[src/rtl/mem_access_unit.sv]
// Load/store controller: byte/half/word requests to a word-only data memory, with
// read-modify-write for sub-word stores. Define MAU_ALIGN_CHECK_EN to enable error detection.
module mem_access_unit (
  input  logic        clk,
  input  logic        rst_n,
  input  logic        req_valid,
  output logic        req_ready,
  input  logic        req_write,
  input  logic [1:0]  req_size,
  input  logic        req_signed,
  input  logic [31:0] req_addr,
  input  logic [31:0] req_wdata,
  output logic        resp_valid,
  output logic [31:0] resp_rdata,
  output logic        resp_error,
  output logic [31:0] mem_addr,
  output logic [31:0] mem_wdata,
  output logic        mem_read,
  output logic        mem_write,
  input  logic [31:0] mem_rdata
);

  typedef enum logic [2:0] {IDLE, LOAD, RMW_RD, STORE, RESP} state_t;

  state_t      state_q, state_d;
  logic [31:0] resp_rdata_q, resp_rdata_d;
  logic        resp_error_q, resp_error_d;
  logic [1:0]  size_q, size_d;
  logic        sgn_q, sgn_d;
  logic [31:0] addr_q, addr_d;
  logic [15:0] wdata_q, wdata_d;
  logic [31:0] merge_q, merge_d;
  logic        req_err;

`ifdef MAU_ALIGN_CHECK_EN
  assign req_err = (req_size == 2'b11) ||
                   (req_size == 2'b01 && req_addr[0]) ||
                   (req_size == 2'b10 && req_addr[1:0] != 2'b00);
`else
  assign req_err = 1'b0;
`endif

  function automatic logic [31:0] load_extract(input logic [31:0] word, input logic [1:0] size,
                                               input logic [1:0] a, input logic sgn);
    logic [7:0]  b;
    logic [15:0] h;
    case (a)
      2'd0:    b = word[7:0];
      2'd1:    b = word[15:8];
      2'd2:    b = word[23:16];
      default: b = word[31:24];
    endcase
    h = a[1] ? word[31:16] : word[15:0];
    case (size)
      2'b00:   return sgn ? {{24{b[7]}}, b} : {24'b0, b};
      2'b01:   return sgn ? {{16{h[15]}}, h} : {16'b0, h};
      default: return word;  // size 11 only reaches here when unchecked: treated as word
    endcase
  endfunction

  function automatic logic [31:0] store_merge(input logic [31:0] word, input logic [15:0] wd,
                                              input logic [1:0] size, input logic [1:0] a);
    logic [31:0] m;
    m = word;
    if (size == 2'b00) begin
      case (a)
        2'd0:    m[7:0]   = wd[7:0];
        2'd1:    m[15:8]  = wd[7:0];
        2'd2:    m[23:16] = wd[7:0];
        default: m[31:24] = wd[7:0];
      endcase
    end else if (a[1]) begin
      m[31:16] = wd;
    end else begin
      m[15:0] = wd;
    end
    return m;
  endfunction

  always_comb begin
    state_d      = state_q;
    resp_rdata_d = resp_rdata_q;
    resp_error_d = resp_error_q;
    size_d       = size_q;
    sgn_d        = sgn_q;
    addr_d       = addr_q;
    wdata_d      = wdata_q;
    merge_d      = merge_q;
    case (state_q)
      IDLE: begin
        if (req_valid) begin
          size_d  = req_size;
          sgn_d   = req_signed;
          addr_d  = req_addr;
          wdata_d = req_wdata[15:0];
          if (req_err) begin
            state_d      = RESP;
            resp_error_d = 1'b1;
            resp_rdata_d = 32'h0;
          end else if (!req_write) begin
            state_d = LOAD;
          end else if (req_size == 2'b00 || req_size == 2'b01) begin
            state_d = RMW_RD;
          end else begin
            state_d = STORE;
            merge_d = req_wdata;
          end
        end
      end
      LOAD: begin
        resp_rdata_d = load_extract(mem_rdata, size_q, addr_q[1:0], sgn_q);
        resp_error_d = 1'b0;
        state_d      = RESP;
      end
      RMW_RD: begin
        merge_d = store_merge(mem_rdata, wdata_q, size_q, addr_q[1:0]);
        state_d = STORE;
      end
      STORE: begin
        resp_rdata_d = 32'h0;
        resp_error_d = 1'b0;
        state_d      = RESP;
      end
      default: state_d = IDLE;
    endcase
  end

  // Control and response registers
  always_ff @(posedge clk or negedge rst_n) begin
    if (!rst_n) begin
      state_q      <= IDLE;
      resp_rdata_q <= 32'h0;
      resp_error_q <= 1'b0;
    end else begin
      state_q      <= state_d;
      resp_rdata_q <= resp_rdata_d;
      resp_error_q <= resp_error_d;
    end
  end

  // Request capture and merge word: datapath, no reset needed since outputs are gated by state
  always_ff @(posedge clk) begin
    size_q  <= size_d;
    sgn_q   <= sgn_d;
    addr_q  <= addr_d;
    wdata_q <= wdata_d;
    merge_q <= merge_d;
  end

  assign req_ready  = (state_q == IDLE);
  assign resp_valid = (state_q == RESP);
  assign resp_rdata = resp_rdata_q;
  assign resp_error = resp_error_q;
  assign mem_read   = (state_q == LOAD) || (state_q == RMW_RD);
  assign mem_write  = (state_q == STORE);
  assign mem_addr   = (mem_read || mem_write) ? {addr_q[31:2], 2'b00} : 32'h0;
  assign mem_wdata  = mem_write ? merge_q : 32'h0;

endmodule

[config.mk]
export PLATFORM = sky130hd
export DESIGN_NAME = mem_access_unit
export DESIGN_NICKNAME = d
export VERILOG_FILES = /design/src/rtl/mem_access_unit.sv
export SDC_FILE = /design/constraint.sdc
export NUM_CORES = 1
export LEC_CHECK = 0
export CAP_MARGIN = 10
export CORE_ASPECT_RATIO = 0.6
export CORE_MARGIN = 2
export CORE_UTILIZATION = 39
export CTS_CLUSTER_DIAMETER = 100
export DETAILED_ROUTE_END_ITERATION = 10
export MAX_ROUTING_LAYER = met4
export PLACE_DENSITY_LB_ADDON = 0.12
export REMOVE_ABC_BUFFERS = 1
export SYNTH_ARGS = -nofsm -noshare
export SYNTH_HDL_FRONTEND = slang
export SYNTH_SLANG_ARGS = --single-unit
[constraint.sdc]
create_clock -name clk -period 3.75 [get_ports clk]
set_input_delay 0.75 -clock clk [delete_from_list [all_inputs] [get_ports clk]]
set_output_delay 0.75 -clock clk [all_outputs]
set_load 0.01 [all_outputs]
==> run_results.csv, run 1 <==
group,metric,value,unit
outcome,run_status,"finished, final reports clean",
synthesis,ys_warn_count,0,
timing,maximum_operating_frequency,287.8,MHz
clocking,buffers_from_clock_root_to_sink_at_most,2,
drt,routed_wirelength,18.69,mm
global_route,grt_first_pass_wirelength,28.23,mm
drt,routed-via-count,4842,
synthesis,synth.area.top_cells,"sky130_fd_sc_hd__edfxtp_1, sky130_fd_sc_hd__dfrtp_1, sky130_fd_sc_hd__and2_1",
timing,clock_skew,0.007759,ns
synthesis,synth.lib_cells_used.distinct,39,
critical_path,cp_slowest_stage_delay,0.81,ns
placed_design,hpwl,13.00,mm
die,placement_rows,34,
timing,hold_viol_final,0,
clocking,cts-hold-fix-buffers,0,
clocking,clock_tree.root_cell,"sky130_fd_sc_hd__clkbuf_16",
drt,detail_routed_net_length_per_standard_cell,20.95,um
power,power.density_cell_area,773.6,nW/um^2
clocking,h-tree-depth,4,
die,design.die.area,15590,um^2
clocking,cts-resized-gates,0,
placed_design,placed_cells_incl_taps,860,
timing,slew_headroom,0.2602,
synthesis,synthDominantAreaCellType,"sky130_fd_sc_hd__edfxtp_1",
timing,timing_worst_slew_pin_value,1.108,ns
global_route,grt_remaining_overflow,0,
clocking,cts_tree,"built",
timing,final_report_max_slew_violation_count,0,
finish,antenna_cells,0,
synthesis,fraction_of_the_yosys_area_taken_by_sequential_cells,0.5924,
drt,dr.first_iter.drc_count,397,
critical_path,path_cells,"nand2b_1, inv_1, and3_1, clkdlybuf4s50_1",
finish,drive_gt1_frac,0.1066,
die,floorplan.initialDensity,0.3954,
clocking,clock_network_latency_to_the_later_pin_of_the_worst_skew_pair,0.41,ns
global_route,antenna_found_initial,0,
drt,final_antenna_net_count,0,
synthesis,edff_count_synth,83,
clocking,cts-buffers-inserted,17,
finish,finalInstanceArea,8439,um^2
critical_path,category_of_the_critical_setup_timing_path,"reg2out",
finish,final-instance-count-excl-fill,892,
timing,setup_total_negative_slack,0,ns
timing,finalSetupViolations,0,
global_route,gr-usage-all-layers,0.2479,
placed_design,place.port_buffers,200,
die,floorplan.io_pins,204,
global_route,vias_in_the_first_global_route,4706,
timing,final.period_utilization,0.9265,
critical_path,slowest_stage,"sky130_fd_sc_hd__inv_1",
critical_path,crit_cells,4,
drt,drcViolationCount,0,
synthesis,yosys.cell_count.top_type,"sky130_fd_sc_hd__edfxtp_1",
synthesis,syn-mean-instance-area,11.53,um^2
synthesis,synth_async_sr_flop_share,0.2966,
clocking,cts.sinks,118,
worst_hold_path,worst_hold_path_type,"in2async",
power,power.static_leakage,3.258,nW
timing,setup_slack_of_the_critical_path_after_layout,0.2756,ns
global_route,grt_start_max_net_pins,49,
clocking,clock_pin_slew_worst_setup_and_hold_paths,0.06,ns
synthesis,synth_area,5685,um^2
flow_run,drv.max_cap_violation_count,0,
die,core_region_area,14380,um^2
placed_design,place_worst_setup_slack,0.7329,ns
critical_path,endpoint_kind,"output pin",
critical_path,worst-path-buf-inv,2,
critical_path,worst_reg2reg_path_depth,4,
synthesis,post-synth-top-area-fraction,0.4384,
die,die-height,97.53,um
timing,final.min_clock_period,3.474,ns
critical_path,critical_path_arrival,2.72,ns
clocking,post-cts-setup-buffer-count,0,
placed_design,detailed_place.area,7806,um^2
timing,rsz0062_at_grt,"false",
power,peak_ir_drop_on_the_vdd_network,0.3498,mV
drt,vias_per_cell,5.428,
synthesis,post_synth_most_frequent_cells,"sky130_fd_sc_hd__edfxtp_1, sky130_fd_sc_hd__nand2_1, sky130_fd_sc_hd__o21ai_0",
finish,area_added_between_synthesis_and_finish,48.44,%
synthesis,synth_cells,493,
synthesis,synth.ff_latch_count,118,
critical_path,timing.critical_path.max_delay_family,"buffers and inverters",
drt,drt_pass1_iterations,5,
placed_design,globalplace.congestion,0.8936,
critical_path,crit_path_start_kind,"flop",
critical_path,cp.required,3.00,ns
synthesis,synth-main-ff-cell,"sky130_fd_sc_hd__edfxtp_1",
die,die_x,159.9,um
critical_path,crit_fanout,34,
finish,finish.net_count,784,
-- worst paths after layout --
| check | startpoint | end | slack (ns) |
|---|---|---|---|
| min | rst_n | resp_rdata[23]$_DFFE_PN0P_ | 0.44 |
| max reg2reg | state_q[1]$_DFFE_PN0P_ | wdata_q[13]$_DFFE_PP_ | 1.26 |
| min reg2reg | resp_rdata[15]$_DFFE_PN0P_ | resp_rdata[15]$_DFFE_PN0P_ | 0.48 |
| min in group clk | resp_rdata[15]$_DFFE_PN0P_ | resp_rdata[15]$_DFFE_PN0P_ | 0.48 |
| max in group asynchronous | rst_n | resp_rdata[29]$_DFFE_PN0P_ | 2.76 |
| max | state_q[2]$_DFFE_PN0P_ | mem_wdata[9] | 0.28 |
-- final cells by class --
class / count / area [um^2]
Clock buffer: 20 / 456.7
Inverter: 5 / 18.77
Tap cell: 198 / 247.7
Fill cell: 1207 / 5939
Multi-Input combinational cell: 329 / 2100
Timing Repair Buffer: 210 / 2072
Sequential cell: 118 / 3368
Clock inverter: 12 / 176.4
-- cell usage in the layout, fill, tap and decap left out, types with 4 or more instances in the layout --
master and instances:
sky130_fd_sc_hd__o21ai_1 23, sky130_fd_sc_hd__dfrtp_1 35, sky130_fd_sc_hd__or3_1 23, sky130_fd_sc_hd__and2_1 33, sky130_fd_sc_hd__o221a_2 16, sky130_fd_sc_hd__clkbuf_16 17, sky130_fd_sc_hd__nor2b_1 10, sky130_fd_sc_hd__mux2i_1 19
sky130_fd_sc_hd__and3_1 33, sky130_fd_sc_hd__clkinvlp_4 4, sky130_fd_sc_hd__o21ai_0 38, sky130_fd_sc_hd__bufinv_16 4, sky130_fd_sc_hd__mux2_2 7, sky130_fd_sc_hd__nand2_1 46, sky130_fd_sc_hd__a2111oi_0 7, sky130_fd_sc_hd__clkdlybuf4s50_1 199
sky130_fd_sc_hd__a221o_1 14, sky130_fd_sc_hd__a21oi_1 12, sky130_fd_sc_hd__edfxtp_1 83, sky130_fd_sc_hd__buf_4 10, sky130_fd_sc_hd__nor2_1 20
-- kinds of logic (layout without fill, tap and decap cells) --
| kind of cell | Yosys count | after routing | synth area share |
|---|---|---|---|
| AO/OA/AOI/OAI | 121 | 121 | 0.1490 |
| AND/OR/NAND/NOR | 179 | 179 | 0.1699 |
| multiplexers | 26 | 26 | 0.04732 |
| buffers and inverters | 48 | 247 | 0.04071 |
| flip-flops | 118 | 118 | 0.5924 |
| other | 1 | 3 | 0.0006596 |
-- flip-flops by register name, summed over array words and instances, names as in the netlist --
name and count:
addr_q 32, merge_q 32, resp_rdata 32, sgn_q 1
size_q 2, state_q 3, wdata_q 16
-- metal layers --
layer,share of wire,GRT usage,routed length [um],vias to the layer above
met2,0.42,0.3283,7841,275
li1,-,-,-,2209
met1,0.47,0.3683,8718,2338
met5,0,-,0,-
met4,0.016,0.07484,290,0
met3,0.098,0.06530,1837,20
-- stage by stage --
step	util	hold slack, ns	power (mW)
2_1_floorplan	-	0.4544	3.378
5_1_grt	0.5869	0.4911	6.858
4_1_cts	0.5869	0.4739	6.559
3_3_place_gp	0.5429	0.4627	4.753
6_report	0.5869	0.4384	6.529
3_5_place_dp	0.5429	0.4693	4.801
-- where the power goes --
group          internal [mW]  switching (mW)
Combinational           1.22            1.36
Sequential              1.94           0.266
Clock                   1.15           0.597
Total                   4.31            2.22
No activity file was read; power rests on OpenSTA's default activity.
==> run 2: changes to the inputs <==
--- a/config.mk
+++ b/config.mk
@@ -13,3 +13,2 @@
 export DETAILED_ROUTE_END_ITERATION = 10
-export MAX_ROUTING_LAYER = met4
 export PLACE_DENSITY_LB_ADDON = 0.12
==> constraint.sdc (replaced) <==
create_clock -name clk -period 3.8 [get_ports clk]
set_input_delay 0.57 -clock clk [delete_from_list [all_inputs] [get_ports clk]]
set_output_delay 0.57 -clock clk [all_outputs]
set_load 0.01 [all_outputs]
==> run 2 against run 1 <==
  * Total power down 2.3%
  * Clock power shrank 4%
  * Combinational power is 3% lower
  * Hold slack lost 0.17 ns
  * Sequential power is essentially flat
  * Cell area down 0.49%
  * Sequential share of layout area increased by 0.20 points
==> run_results.csv, run 2 (synthesis results as in run 1) <==
group,metric,value,unit
outcome,run_status,"finished, final reports clean",
clocking,clock_tree.root_cell,"sky130_fd_sc_hd__clkbuf_16",
power,internal-power,4.226,mW
global_route,grt_remaining_overflow,0,
die,floorplan.initialDensity,0.3954,
global_route,grt_first_pass_wirelength,27.90,mm
critical_path,endpoint_kind,"output pin",
critical_path,critical_path_arrival,2.66,ns
worst_hold_path,worst_hold_path_type,"in2async",
power,power.density_cell_area,759.5,nW/um^2
critical_path,timing.critical_path.max_delay_family,"buffers and inverters",
clocking,h-tree-depth,4,
timing,finalSetupViolations,0,
critical_path,path_cells,"nand2b_1, inv_1, and3_1, clkdlybuf4s50_1",
global_route,grt_start_max_net_pins,49,
die,placement_rows,34,
flow_run,drv.max_cap_violation_count,0,
global_route,vias_in_the_first_global_route,4757,
timing,rsz0062_at_grt,"false",
drt,drt_pass1_iterations,4,
timing,clock_skew,0.008884,ns
global_route,antenna_found_initial,0,
clocking,cts-resized-gates,0,
drt,detail_routed_net_length_per_standard_cell,20.65,um
die,die-height,97.53,um
critical_path,worst-path-buf-inv,2,
timing,slew_headroom,0.3087,
drt,routed-via-count,4697,
timing,hold_viol_final,0,
power,peak_ir_drop_on_the_vdd_network,0.3594,mV
drt,dr.first_iter.drc_count,335,
clocking,cts_tree,"built",
critical_path,cp_slowest_stage_delay,0.75,ns
finish,layout_commonest_cell,"sky130_fd_sc_hd__clkdlybuf4s50_1",
critical_path,slowest_stage,"sky130_fd_sc_hd__inv_1",
global_route,gr-usage-all-layers,0.2385,
critical_path,crit_path_start_kind,"flop",
critical_path,category_of_the_critical_setup_timing_path,"reg2out",
clocking,clock_network_latency_to_the_later_pin_of_the_worst_skew_pair,0.41,ns
power,power.static_leakage,3.250,nW
finish,area_added_between_synthesis_and_finish,47.71,%
placed_design,globalplace.congestion,0.8699,
power,power.clock.fraction,0.262,
timing,setup_total_negative_slack,0,ns
critical_path,crit_fanout,34,
critical_path,cp.required,3.23,ns
drt,final_antenna_net_count,0,
finish,finish.net_count,782,
finish,drive_gt1_frac,0.1012,
timing,final_report_max_slew_violation_count,0,
finish,antenna_cells,0,
power,sequentialPowerShare,0.345,
placed_design,place.port_buffers,200,
placed_design,hpwl,12.86,mm
drt,routed_wirelength,18.38,mm
die,die_x,159.9,um
die,floorplan.io_pins,204,
timing,final.period_utilization,0.8487,
clocking,cts-buffers-inserted,17,
clocking,buffers_from_clock_root_to_sink_at_most,2,
die,core_region_area,14380,um^2
drt,vias_per_cell,5.278,
power,power.combinational.fraction,0.393,
power,switching_power,2.153,mW
clocking,cts-hold-fix-buffers,0,
power,power.share.switching,0.3375,
timing,timing_worst_slew_pin_value,1.037,ns
clocking,cts.sinks,118,
clocking,post-cts-setup-buffer-count,0,
finish,final_core_util,0.5841,
timing,maximum_operating_frequency,310.1,MHz
clocking,clock_pin_slew_worst_setup_and_hold_paths,0.05,ns
finish,layout_common_cells,"sky130_fd_sc_hd__clkdlybuf4s50_1, sky130_fd_sc_hd__edfxtp_1, sky130_fd_sc_hd__nand2_1, sky130_fd_sc_hd__o21ai_0, sky130_fd_sc_hd__dfrtp_1",
die,design.die.area,15590,um^2
timing,final.min_clock_period,3.225,ns
drt,drcViolationCount,0,
## run 2: power groups by stage
stage	Sequential [mW]	Combinational (mW)	Clock [mW]
6_report	2.20	2.51	1.67
5_1_grt	2.24	2.71	1.75
4_1_cts	2.20	2.52	1.69
3_5_place_dp	2.21	2.51	0
3_3_place_gp	2.21	2.47	0
2_1_floorplan	2.20	1.13	0
## run 2: layer usage
metal	vias to the layer above	track usage	share of wire
li1	2204	-	-
met1	2254	0.3628	0.49
met2	224	0.3370	0.42
met3	15	0.06103	0.082
met4	0	0.06029	0.010
met5	-	0	0
## run 2: stage by stage
| step | hold slack (ns) | setup slack (ns) | instance area, um^2 | instances | power, mW |
|---|---|---|---|---|---|
| final | 0.2661 | 0.5749 | 8398 | 890 | 6.379 |
| after global routing | 0.3236 | 0.3755 | 8398 | 890 | 6.702 |
| after CTS | 0.2775 | 0.5428 | 8398 | 890 | 6.409 |
| after detailed placement | 0.4728 | 0.9873 | 7791 | 858 | 4.722 |
| after global placement | 0.4613 | 1.072 | 7791 | 858 | 4.677 |
| after floorplan | 0.2744 | 0.2851 | 5480 | 452 | 3.334 |
## run 2: final cells by class
type                    count  area (um^2)
well taps                 198        247.7
repair buffers            208         2057
fillers                  1230         5981
multi-input cells         329         2100
clock buffers              21        450.4
clock inverters            11        156.4
flip-flops and latches    118         3368
inverters                   5        18.77
## run 2: worst paths after layout
kind                                           start                         end  slack (ns)  cells past startpoint
min reg2reg                resp_rdata[4]$_DFFE_PN0P_   resp_rdata[4]$_DFFE_PN0P_        0.48                      2
min                                            rst_n  resp_rdata[23]$_DFFE_PN0P_        0.27                      1
max in group asynchronous                      rst_n  resp_rdata[25]$_DFFE_PN0P_        3.00                      1
max                           state_q[2]$_DFFE_PN0P_               mem_wdata[17]        0.57                      4
min in group clk           resp_rdata[4]$_DFFE_PN0P_   resp_rdata[4]$_DFFE_PN0P_        0.48                      2
max reg2reg                      size_q[1]$_DFFE_PP_        merge_q[6]$_DFFE_PP_        1.17                      4
==> run 3: changes to the inputs <==
clock period = 2.9 ns   (was 3.8 ns; I/O delays follow)
==> run 3 against run 2 <==
  * First-iteration DRC count rose by 5.1%
  * Sequential cell count did not move
  * Global-route usage rose by 0.46 points
  * Hold slack got worse by 0.14 ns
  * Clock skew rose by 0.0017 ns
  * Cell area rose by 0.46%
  * Worst setup slack got worse by 0.31 ns
  * Count of clock-buffer cells in the layout fell by 4
  * Register-to-register slack got worse by 0.60 ns
  * Via count rose by 1.7%
  * Core utilization rose by 0.27 points
  * Largest cell class unchanged
==> run_results.csv, run 3 (synthesis results as in run 1) <==
group,metric,value,unit
finish,filler_cell_count,1238,
finish,layout_common_cells,"sky130_fd_sc_hd__clkdlybuf4s50_1, sky130_fd_sc_hd__edfxtp_1, sky130_fd_sc_hd__nand2_1, sky130_fd_sc_hd__o21ai_0, sky130_fd_sc_hd__dfrtp_1",
worst_hold_path,worst_hold_path_type,"in2async",
critical_path,r2r_setup_slack,0.57,ns
clocking,clock_pin_slew_worst_setup_and_hold_paths,0.06,ns
die,floorplan.initialDensity,0.3954,
timing,slew_headroom,0.3759,
die,core_region_area,14380,um^2
finish,area_added_between_synthesis_and_finish,48.39,%
timing,hold_viol_final,0,
critical_path,timing.rr.start,"state_q[1]$_DFFE_PN0P_",
die,design.die.area,15590,um^2
critical_path,crit_path_start_kind,"flop",
critical_path,cp.required,2.47,ns
placed_design,globalplace.congestion,0.8690,
finish,final_core_util,0.5868,
global_route,grt_start_max_net_pins,49,
finish,final-instance-count-excl-fill,896,
global_route,grt_remaining_overflow,0,
finish,layout_commonest_cell,"sky130_fd_sc_hd__clkdlybuf4s50_1",
timing,final.period_utilization,0.9082,
drt,drt_pass1_iterations,5,
die,placement_rows,34,
global_route,antenna_found_initial,0,
power,power.static_leakage,3.256,nW
critical_path,category_of_the_critical_setup_timing_path,"reg2out",
clocking,cts_tree,"built",
timing,maximum_operating_frequency,379.7,MHz
finish,drive_gt1_frac,0.1132,
drt,routed_wirelength,18.64,mm
drt,drcViolationCount,0,
finish,antenna_cells,0,
timing,timing_worst_slew_pin_value,0.9327,ns
timing,clock_skew,0.01055,ns
timing,finalSetupViolations,0,
die,die-height,97.53,um
finish,multi_input_area,2100,um^2
drt,routed-via-count,4779,
placed_design,place.port_buffers,200,
clocking,buffers_from_clock_root_to_sink_at_most,2,
die,floorplan.io_pins,204,
die,die_x,159.9,um
timing,setup_total_negative_slack,0,ns
finish,finish.net_count,788,
placed_design,placed_cells_incl_taps,864,
critical_path,crit_fanout,15,
flow_run,drv.max_cap_violation_count,0,
clocking,cts.sinks,118,
drt,vias_per_cell,5.334,
drt,dr.first_iter.drc_count,352,
critical_path,critical_path_arrival,2.20,ns
clocking,cts-buffers-inserted,17,
critical_path,endpoint_kind,"output pin",
finish,register_area,3368,um^2
clocking,cts-resized-gates,0,
timing,final_report_max_slew_violation_count,0,
placed_design,hpwl,13.34,mm
power,report.power.total,8.297,mW
power,power.density_cell_area,983.4,nW/um^2
outcome,run_status,"finished, final reports clean",
critical_path,r2r-end,"merge_q[27]$_DFFE_PP_",
global_route,gr-usage-all-layers,0.2431,
clocking,clock_network_latency_to_the_later_pin_of_the_worst_skew_pair,0.41,ns
clocking,clock_tree.root_cell,"sky130_fd_sc_hd__clkbuf_16",
critical_path,worst_reg2reg_path_depth,4,
clocking,h-tree-depth,4,
global_route,grt_first_pass_wirelength,28.59,mm
timing,final.min_clock_period,2.634,ns
global_route,vias_in_the_first_global_route,4839,
drt,detail_routed_net_length_per_standard_cell,20.80,um
clocking,cts-hold-fix-buffers,0,
clocking,post-cts-setup-buffer-count,0,
drt,final_antenna_net_count,0,
timing,rsz0062_at_grt,"false",
power,peak_ir_drop_on_the_vdd_network,0.4208,mV
==> run 3: changes by cell type in the layout (fill, tap and decap cells not counted), sizes merged <==
cell      before  now
clkbuf        21   17
inv            5    7
buf            9   15
bufinv         4    2
clkinvlp       1    5
==> run 3: layout make-up <==
type,count,area share
sequential,118,0.3992
multi-input combinational,329,0.2489
timing repair buffer,214,0.2515
clock buffer,17,0.05042
tap,198,0.02936
clock inverter,15,0.01839
inverter,5,0.002225
==> run 3: per-stage QoR <==
step / instance area (um^2) / hold WS, ns / worst slack (ns)
6_report: 8437 / 0.1244 / 0.2661
5_1_grt: 8437 / 0.1812 / 0.1114
4_1_cts: 8437 / 0.1473 / 0.2799
3_5_place_dp: 7856 / 0.4680 / 0.4431
3_3_place_gp: 7841 / 0.4616 / 0.5057
2_1_floorplan: 5480 / 0.1394 / -0.6149
==> run 3: critical path, cell delays in order, from the launching register on <==
cell	delay [ns]
sky130_fd_sc_hd__dfrtp_1	0.47
sky130_fd_sc_hd__nand2b_1	0.20
sky130_fd_sc_hd__inv_1	0.11
sky130_fd_sc_hd__buf_4	0.25
sky130_fd_sc_hd__and3_1	0.21
sky130_fd_sc_hd__clkdlybuf4s50_1	0.54
==> run 3: power breakdown <==
group          internal, mW  switching (mW)
sequential             2.51           0.298
clock                  1.26           0.795
combinational          1.63            1.80
total                  5.40            2.89
==> run 3: worst max path at each step <==
stage / slack [ns] / start / endpoint
6_report: 0.27 / state_q[2]$_DFFE_PN0P_ / mem_wdata[1]
5_1_grt: 0.11 / state_q[2]$_DFFE_PN0P_ / mem_wdata[17]
4_1_cts: 0.28 / state_q[2]$_DFFE_PN0P_ / mem_wdata[1]
3_5_place_dp: 0.44 / mem_rdata[31] / resp_rdata[18]$_DFFE_PN0P_
3_3_place_gp: 0.51 / mem_rdata[31] / resp_rdata[17]$_DFFE_PN0P_
2_1_floorplan: -0.61 / state_q[1]$_DFFE_PN0P_ / merge_q[0]$_DFFE_PP_
==> run 3: routing by layer <==
| layer | global-route usage | vias up | share of wire | wire length, um |
|---|---|---|---|---|
| met3 | 0.07597 | 11 | 0.089 | 1656 |
| met2 | 0.3340 | 208 | 0.42 | 7768 |
| met5 | 0 | - | 0 | 0 |
| li1 | - | 2225 | - | - |
| met1 | 0.3655 | 2335 | 0.49 | 9089 |
| met4 | 0.06930 | 0 | 0.0068 | 127 |
